==> src/rtl/ahb_pkg.sv <==
// Shared AHB encodings, master-count default and index helpers for the
// arbiter slice.
package ahb_pkg;

    localparam int AHB_NUM_MST = 3;

    localparam logic [1:0] HRESP_OKAY  = 2'b00;
    localparam logic [1:0] HRESP_ERROR = 2'b01;
    localparam logic [1:0] HRESP_RETRY = 2'b10;
    localparam logic [1:0] HRESP_SPLIT = 2'b11;

    localparam logic [1:0] HTRANS_IDLE   = 2'b00;
    localparam logic [1:0] HTRANS_BUSY   = 2'b01;
    localparam logic [1:0] HTRANS_NONSEQ = 2'b10;
    localparam logic [1:0] HTRANS_SEQ    = 2'b11;

    typedef logic [1:0] mst_idx_t;

    // Next master index after idx, wrapping modulo n (n is 2..4).
    function automatic mst_idx_t idx_inc(input mst_idx_t idx, input int n);
        logic [2:0] s;
        s = {1'b0, idx} + 3'd1;
        if (s >= 3'(n)) begin
            s = 3'd0;
        end
        return s[1:0];
    endfunction

    function automatic logic is_retry_split(input logic [1:0] resp);
        return (resp == HRESP_RETRY) || (resp == HRESP_SPLIT);
    endfunction

endpackage

==> src/rtl/ahb_rr_picker.sv <==
// Combinational round-robin search: first set bit of i_req at or after
// i_start, wrapping modulo NUM_MST.
module ahb_rr_picker
    import ahb_pkg::*;
#(
    parameter int NUM_MST = AHB_NUM_MST
) (
    input  logic [NUM_MST-1:0] i_req,
    input  mst_idx_t           i_start,
    output logic               o_found,
    output mst_idx_t           o_idx
);

    localparam logic [NUM_MST-1:0] REQ_ONE = {{(NUM_MST-1){1'b0}}, 1'b1};

    logic [NUM_MST-1:0] w_hit;
    mst_idx_t           w_cand [NUM_MST];

    // Candidate gi is the master gi positions after the start index.
    generate
        for (genvar gi = 0; gi < NUM_MST; gi++) begin : g_cand
            logic [2:0] w_sum;
            assign w_sum         = {1'b0, i_start} + 3'(gi);
            assign w_cand[gi]    = (w_sum >= 3'(NUM_MST)) ? 2'(w_sum - 3'(NUM_MST))
                                                          : w_sum[1:0];
            assign w_hit[gi]     = |(i_req & (REQ_ONE << w_cand[gi]));
        end
    endgenerate

    always_comb begin
        o_found = 1'b0;
        o_idx   = '0;
        for (int k = NUM_MST - 1; k >= 0; k--) begin
            if (w_hit[k]) begin
                o_found = 1'b1;
                o_idx   = w_cand[k];
            end
        end
    end

endmodule

==> src/rtl/ahb_arbiter.sv <==
// AHB bus arbiter: round-robin grant with parking, tenure limit, RETRY/SPLIT
// handover and pipelined address/data-phase owner outputs.
module ahb_arbiter
    import ahb_pkg::*;
#(
    parameter int NUM_MST     = AHB_NUM_MST,
    parameter int DEFAULT_MST = 0,
    parameter int MAX_TENURE  = 16
) (
    input  logic               hclk,
    input  logic               hresetn,
    input  logic [NUM_MST-1:0] hbusreq,
    input  logic               hready,
    input  logic [1:0]         hresp,
    output logic [NUM_MST-1:0] hgrant,
    output logic [1:0]         hmaster,
    output logic [1:0]         hmaster_data
);

    localparam int TW = $clog2(MAX_TENURE + 1);
    localparam logic [TW-1:0] TEN_MAX  = TW'(MAX_TENURE);
    localparam logic [TW-1:0] TEN_LAST = TW'(MAX_TENURE - 1);

    localparam mst_idx_t DEF_IDX    = 2'(DEFAULT_MST);
    localparam mst_idx_t PARK_START = idx_inc(DEF_IDX, NUM_MST);

    localparam logic [NUM_MST-1:0] GRANT_ONE = {{(NUM_MST-1){1'b0}}, 1'b1};
    localparam logic [NUM_MST-1:0] GRANT_DEF = GRANT_ONE << DEF_IDX;

    localparam logic [0:0] ST_PARK = 1'b0;
    localparam logic [0:0] ST_OWN  = 1'b1;

    logic [0:0]         r_state;
    logic [NUM_MST-1:0] r_grant;
    mst_idx_t           r_rr_ptr;
    logic [TW-1:0]      r_tenure;
    mst_idx_t           r_hmaster;
    mst_idx_t           r_hmaster_data;

    logic [0:0]         w_state_next;
    logic [NUM_MST-1:0] w_grant_next;
    mst_idx_t           w_ptr_next;
    logic [TW-1:0]      w_tenure_next;

    logic [NUM_MST-1:0] w_owner_mask;
    logic               w_owner_req;
    logic               w_others_req;
    logic               w_retry;
    logic               w_tenure_hit;
    logic               w_rearb;
    logic [NUM_MST-1:0] w_pick_req;
    mst_idx_t           w_pick_start;
    logic               w_pick_found;
    mst_idx_t           w_pick_idx;
    mst_idx_t           w_grant_idx;

    // In OWN the pointer always names the current owner.
    assign w_owner_mask = GRANT_ONE << r_rr_ptr;
    assign w_owner_req  = |(hbusreq & w_owner_mask);
    assign w_others_req = |(hbusreq & ~w_owner_mask);
    assign w_retry      = is_retry_split(hresp);

    // The limit triggers on the edge that completes MAX_TENURE owned edges.
    assign w_tenure_hit = (r_tenure >= TEN_LAST);
    assign w_rearb      = !w_owner_req || (w_tenure_hit && w_others_req) || w_retry;

    // The owner is masked out during re-arbitration: it can only be kept by
    // not re-arbitrating at all, or re-granted after a PARK cycle.
    assign w_pick_req   = (r_state == ST_PARK) ? hbusreq : (hbusreq & ~w_owner_mask);
    assign w_pick_start = (r_state == ST_PARK) ? PARK_START : idx_inc(r_rr_ptr, NUM_MST);

    ahb_rr_picker #(
        .NUM_MST (NUM_MST)
    ) u_picker (
        .i_req   (w_pick_req),
        .i_start (w_pick_start),
        .o_found (w_pick_found),
        .o_idx   (w_pick_idx)
    );

    always_comb begin
        w_grant_idx = '0;
        for (int i = 0; i < NUM_MST; i++) begin
            if (r_grant[i]) begin
                w_grant_idx = 2'(i);
            end
        end
    end

    always_comb begin
        w_state_next  = r_state;
        w_grant_next  = r_grant;
        w_ptr_next    = r_rr_ptr;
        w_tenure_next = r_tenure;
        if ((r_state == ST_PARK) || w_rearb) begin
            w_tenure_next = '0;
            if (w_pick_found) begin
                w_state_next = ST_OWN;
                w_grant_next = GRANT_ONE << w_pick_idx;
                w_ptr_next   = w_pick_idx;
            end else begin
                w_state_next = ST_PARK;
                w_grant_next = GRANT_DEF;
            end
        end else if (r_tenure != TEN_MAX) begin
            w_tenure_next = r_tenure + 1'b1;
        end
    end

    always_ff @(posedge hclk or negedge hresetn) begin
        if (!hresetn) begin
            r_state        <= ST_PARK;
            r_grant        <= GRANT_DEF;
            r_rr_ptr       <= DEF_IDX;
            r_tenure       <= '0;
            r_hmaster      <= DEF_IDX;
            r_hmaster_data <= DEF_IDX;
        end else if (hready) begin
            r_state        <= w_state_next;
            r_grant        <= w_grant_next;
            r_rr_ptr       <= w_ptr_next;
            r_tenure       <= w_tenure_next;
            r_hmaster      <= w_grant_idx;
            r_hmaster_data <= r_hmaster;
        end
    end

    assign hgrant       = r_grant;
    assign hmaster      = r_hmaster;
    assign hmaster_data = r_hmaster_data;

endmodule

==> config.mk <==
export PLATFORM = sky130hd
export DESIGN_NAME = ahb_arbiter
export DESIGN_NICKNAME = d
export VERILOG_FILES = /design/src/rtl/ahb_pkg.sv /design/src/rtl/ahb_rr_picker.sv /design/src/rtl/ahb_arbiter.sv
export SDC_FILE = /design/constraint.sdc
export NUM_CORES = 1
export LEC_CHECK = 0
export CAP_MARGIN = 20
export CORE_MARGIN = 2
export CORE_UTILIZATION = 30
export CTS_CLUSTER_SIZE = 8
export DETAILED_ROUTE_END_ITERATION = 10
export GPL_TIMING_DRIVEN = 1
export PLACE_DENSITY = 0.6
export SYNTH_ARGS = -nofsm -noshare
export SYNTH_HDL_FRONTEND = slang
export SYNTH_SLANG_ARGS = --single-unit
==> constraint.sdc <==
create_clock -name hclk -period 2.95 [get_ports hclk]
set_input_delay 0.59 -clock hclk [delete_from_list [all_inputs] [get_ports hclk]]
set_output_delay 0.59 -clock hclk [all_outputs]
set_load 0.01 [all_outputs]
==> implementation parameters <==
Parameter                              Value

Status
  Outcome ... completed

Worst setup path
  Critical path launch point type ... flop
  Critical register-to-register path endpoint ... hgrant[0]
  Worst Setup EP ... hgrant[0]
  Required time of the critical path ... between 3 and 4 ns
  R2r setup slk ... 0.49 ns
  Worst Setup Path Type ... reg -> reg
  Worst R2R Path Depth ... 9
  Critical path data arrival time ... around 2.7 ns
  CP max FO ... 10
  Worst setup path startpoint ... r_rr_ptr[1]
  Origin of the critical flop-to-flop path ... r_rr_ptr[1]
  Type of destination of the critical path ... flop

Timing
  Setup clock skew after layout ... roughly 0.0074 ns
  Fraction of the cycle the final worst path needs ... a little over four fifths
  Number of pins with negative max-slew slack in the final report ... 0
  Maximum clock frequency ... roughly 400 MHz
  Final setup violation count ... 0
  Final hold vios ... 0
  Shortest clock period the worst path allows after layout ... around 2.5 ns
  Worst-case headroom to the max-slew limit ... approximately 54%
  Worst-Margin Slew ... approximately 0.7 ns
  Summed negative setup slack over all endpoints ... 0 ns
  RSZ-0062 raised after global routing ... false

Finish
  Util after Layout ... between 30% and 40%
  Area delta synth->final ... 15.76%
  Number of antenna diodes ... 0
  Fraction of layout cells with a size suffix above 1 ... approximately 15%
  Final #Nets ... 139

Yosys
  Post-synthesis cell type count ... 45
  Post-synthesis mux area share ... under 10%
  Cell area after synthesis ... 1080 um2
  Synthesized net count ... ~130
  Flop and latch count out of synthesis ... 15
  Sequential share of the synthesized area ... about a third
  Synth Instances ... roughly 110
  Compound-cell area share of the yosys netlist ... between 20% and 30%
  Average footprint of a synthesized cell ... 9.641 um2
  Synthesis warning total ... 0
  Adder-cell share of the synthesized area ... a little over 8%
  XOR/XNOR Fraction of Synth Area ... 0%
  Simple-gate share of the synthesized area ... between 20% and 30%
  Combinational family with the most area after synthesis ... simple AND/OR/NAND/NOR gates

Run
  Max capacitance violation total ... 0

Power
  Gate power share ... between 50% and 60%
  Switch Pwr ... roughly 0.44 mW
  Clock network fraction of design power ... 11.0%
  Static Leakage ... 0.5417 nW
  Sequential cell fraction of total power ... between 30 and 40%
  P_int ... between 0.6 and 0.7 mW
  Switching fraction of total power ... between 40% and 50%
  Power density over the cells ... roughly 850 nW/um2
  Peak supply drop ... between 0.3 and 0.4 mV

CTS
  Resized Gates After CTS ... 0
  Number of buffers added by the clock tree synthesis step ... 3
  Number of H-tree branching levels ... 1
  Clk Latency, worst-skew pair ... 0.28 ns
  TritonCTS clock tree ... built
  Clock sinks ... 15
  Number of buffers on the longest clock path ... 2
  Clock-pin transition on the worst setup and hold timing paths ... ~0.09 ns
  Post-CTS setup buffer count ... 0
  Cell at the root of the clock tree ... clkbuf_4
  Number of hold buffers added after cts ... 0

Global route
  Global router's overall resource usage ... a little under an eighth
  Vias in the first global route ... between 800 and 900
  Pin count of the biggest net entering global routing ... 17
  Initial antenna violation count ... 0
  Wire length of the first global-routing pass ... roughly 3.7 mm
  Residual overflow from global routing ... 0

Floorplan
  Die height ... 64.00 um
  Number of top-level pins ... 15
  Area of the core region ... approximately 3400 um2
  Placement Rows ... 21
  Overall die width ... about 64 um
  Starting utilization of the core area ... a little under a third
  Floorplan die area ... about 4100 um2

Drt
  DR DRC count ... 0
  Post-DR wirelength/cell ... roughly 13 um
  Count of nets left with antenna violations after detail routing ... 0
  Number of vias per cell after detailed routing ... between 4 and 5
  First-pass iteration count of the detailed router ... 4
  Total via count after detailed routing ... 830
  Violation count after the first detailed-routing iteration ... 29
  Overall routed net length ... 2.135 mm

Place
  Dpl hpwl ... about 1.6 mm
  Weighted congestion reported at the end of routability-driven placement ... slightly below 0.8
  Number of buffers added on ports ... 13

Hold path
  Hold Path Class ... reg -> reg
-- through the flow --
stage                     hold WS, ns  total power, mW  area, um2  setup WS, ns  std cells
after floorplan                0.2944           0.8019       1080        0.9170        112
after global routing           0.5428            1.161       1250        0.2454        169
final                          0.5167            1.059       1250        0.4942        169
after detailed placement       0.4969           0.9486       1222        0.3504        165
after global placement         0.4874           0.9342       1222        0.3878        165
after CTS                      0.5191            1.070       1250        0.5102        169
-- state kept, by name, summed over array words and instances (netlist names) --
register / count
r_rr_ptr: 2
r_tenure: 5
hmaster: 2
r_state: 1
hgrant: 3
hmaster_data: 2
-- layer usage --
layer / share of wire (%) / GRT usage (%)
met1: 48 / 13.45
met5: 0 / 0
met3: 0.98 / 1.585
met4: 0 / 5.707
met2: 51 / 19.53
-- worst min-delay path by stage --
stage                                from         endpoint  slack [ns]  depth (start not counted)
after floorplan                   hresetn        hgrant[1]        0.29                          0
after global placement    hmaster_data[1]  hmaster_data[1]        0.49                          1
after detailed placement  hmaster_data[1]  hmaster_data[1]        0.50                          1
after CTS                 hmaster_data[1]  hmaster_data[1]        0.52                          1
after global routing      hmaster_data[1]  hmaster_data[1]        0.54                          1
final                           hgrant[2]       hmaster[0]        0.52                          1
-- synthesized netlist by cell type, drive strengths merged --
master / n / area, um2
ha: 7 / 87.58
dfrtp: 14 / 350.3
a41oi: 1 / 8.760
nand3b: 4 / 30.03
a31o: 1 / 8.760
o22a: 1 / 8.760
a21oi: 3 / 15.01
nor2: 3 / 11.26
dfstp: 1 / 26.28
o21ai: 5 / 25.02
nand4b: 1 / 8.760
o22ai: 8 / 62.56
mux2: 3 / 33.78
o21bai: 1 / 7.510
and3b: 1 / 8.760
and4: 1 / 8.760
nand2b: 2 / 12.51
or4b: 2 / 20.02
a21o: 1 / 7.510
nor3b: 1 / 12.51
or2: 3 / 21.27
clkbuf: 2 / 7.510
buf: 4 / 37.53
mux2i: 2 / 32.53
o211ai: 1 / 7.510
inv: 9 / 33.78
o211a: 1 / 10.01
nand2: 9 / 33.78
and3: 4 / 25.02
nor2b: 2 / 12.51
nor3: 1 / 5.000
a211o: 1 / 8.760
o21a: 1 / 7.510
nand4: 2 / 12.51
a21bo: 1 / 10.01
o2bb2ai: 2 / 23.77
and2: 2 / 12.51
a22o: 1 / 8.760
nand3: 3 / 15.01
-- power by group through the flow --
| stage | clock network, mW | registers, mW | logic, mW |
|---|---|---|---|
| floorplan | 0 | 0.327 | 0.475 |
| global placement | 0 | 0.344 | 0.590 |
| detailed placement | 0 | 0.350 | 0.599 |
| CTS | 0.123 | 0.346 | 0.601 |
| global route | 0.137 | 0.356 | 0.667 |
| finish | 0.117 | 0.345 | 0.597 |
-- logic make-up (layout without fill, tap and decap cells) --
kind of cell,count (synthesis),in the layout
buffers and inverters,15,26
AND/OR/NAND/NOR,41,41
multiplexers,5,5
flip-flops,15,15
adder cells (fa/ha/maj),7,7
AO/OA/AOI/OAI,29,29
-- final cells by class --
cell class	count	area [um2]
Multi-Input combinational cell	82	624.3
Tap cell	46	57.56
Clock inverter	1	5.005
Clock buffer	3	22.52
Fill cell	339	2140
Inverter	9	33.78
Sequential cell	15	376.6
Timing Repair Buffer	13	130.1
-- critical path: stages, from the launching register on --
cell	delay, ns
dfrtp_1	0.50
nand3b_1	0.26
inv_1	0.09
ha_1	0.37
nand2_1	0.07
o22ai_1	0.28
o211ai_1	0.14
a41oi_1	0.37
nand3_1	0.15
o211a_1	0.17
-- layout by cell type (no fill, tap or decap), types with 3 or more instances in the layout --
| cell | Yosys | layout |
|---|---|---|
| nand3b_1 | 4 | 4 |
| o22ai_1 | 6 | 6 |
| and3_1 | 4 | 4 |
| ha_1 | 7 | 7 |
| clkdlybuf4s50_1 | 0 | 13 |
| dfrtp_1 | 14 | 14 |
| inv_1 | 9 | 9 |
| clkbuf_4 | 0 | 3 |
| a21oi_1 | 3 | 3 |
| nand2_1 | 9 | 9 |
| nand3_1 | 3 | 3 |
| mux2_2 | 3 | 3 |
| o21ai_0 | 5 | 5 |
| nor2_1 | 3 | 3 |
No activity file was read; power rests on OpenSTA's default activity.
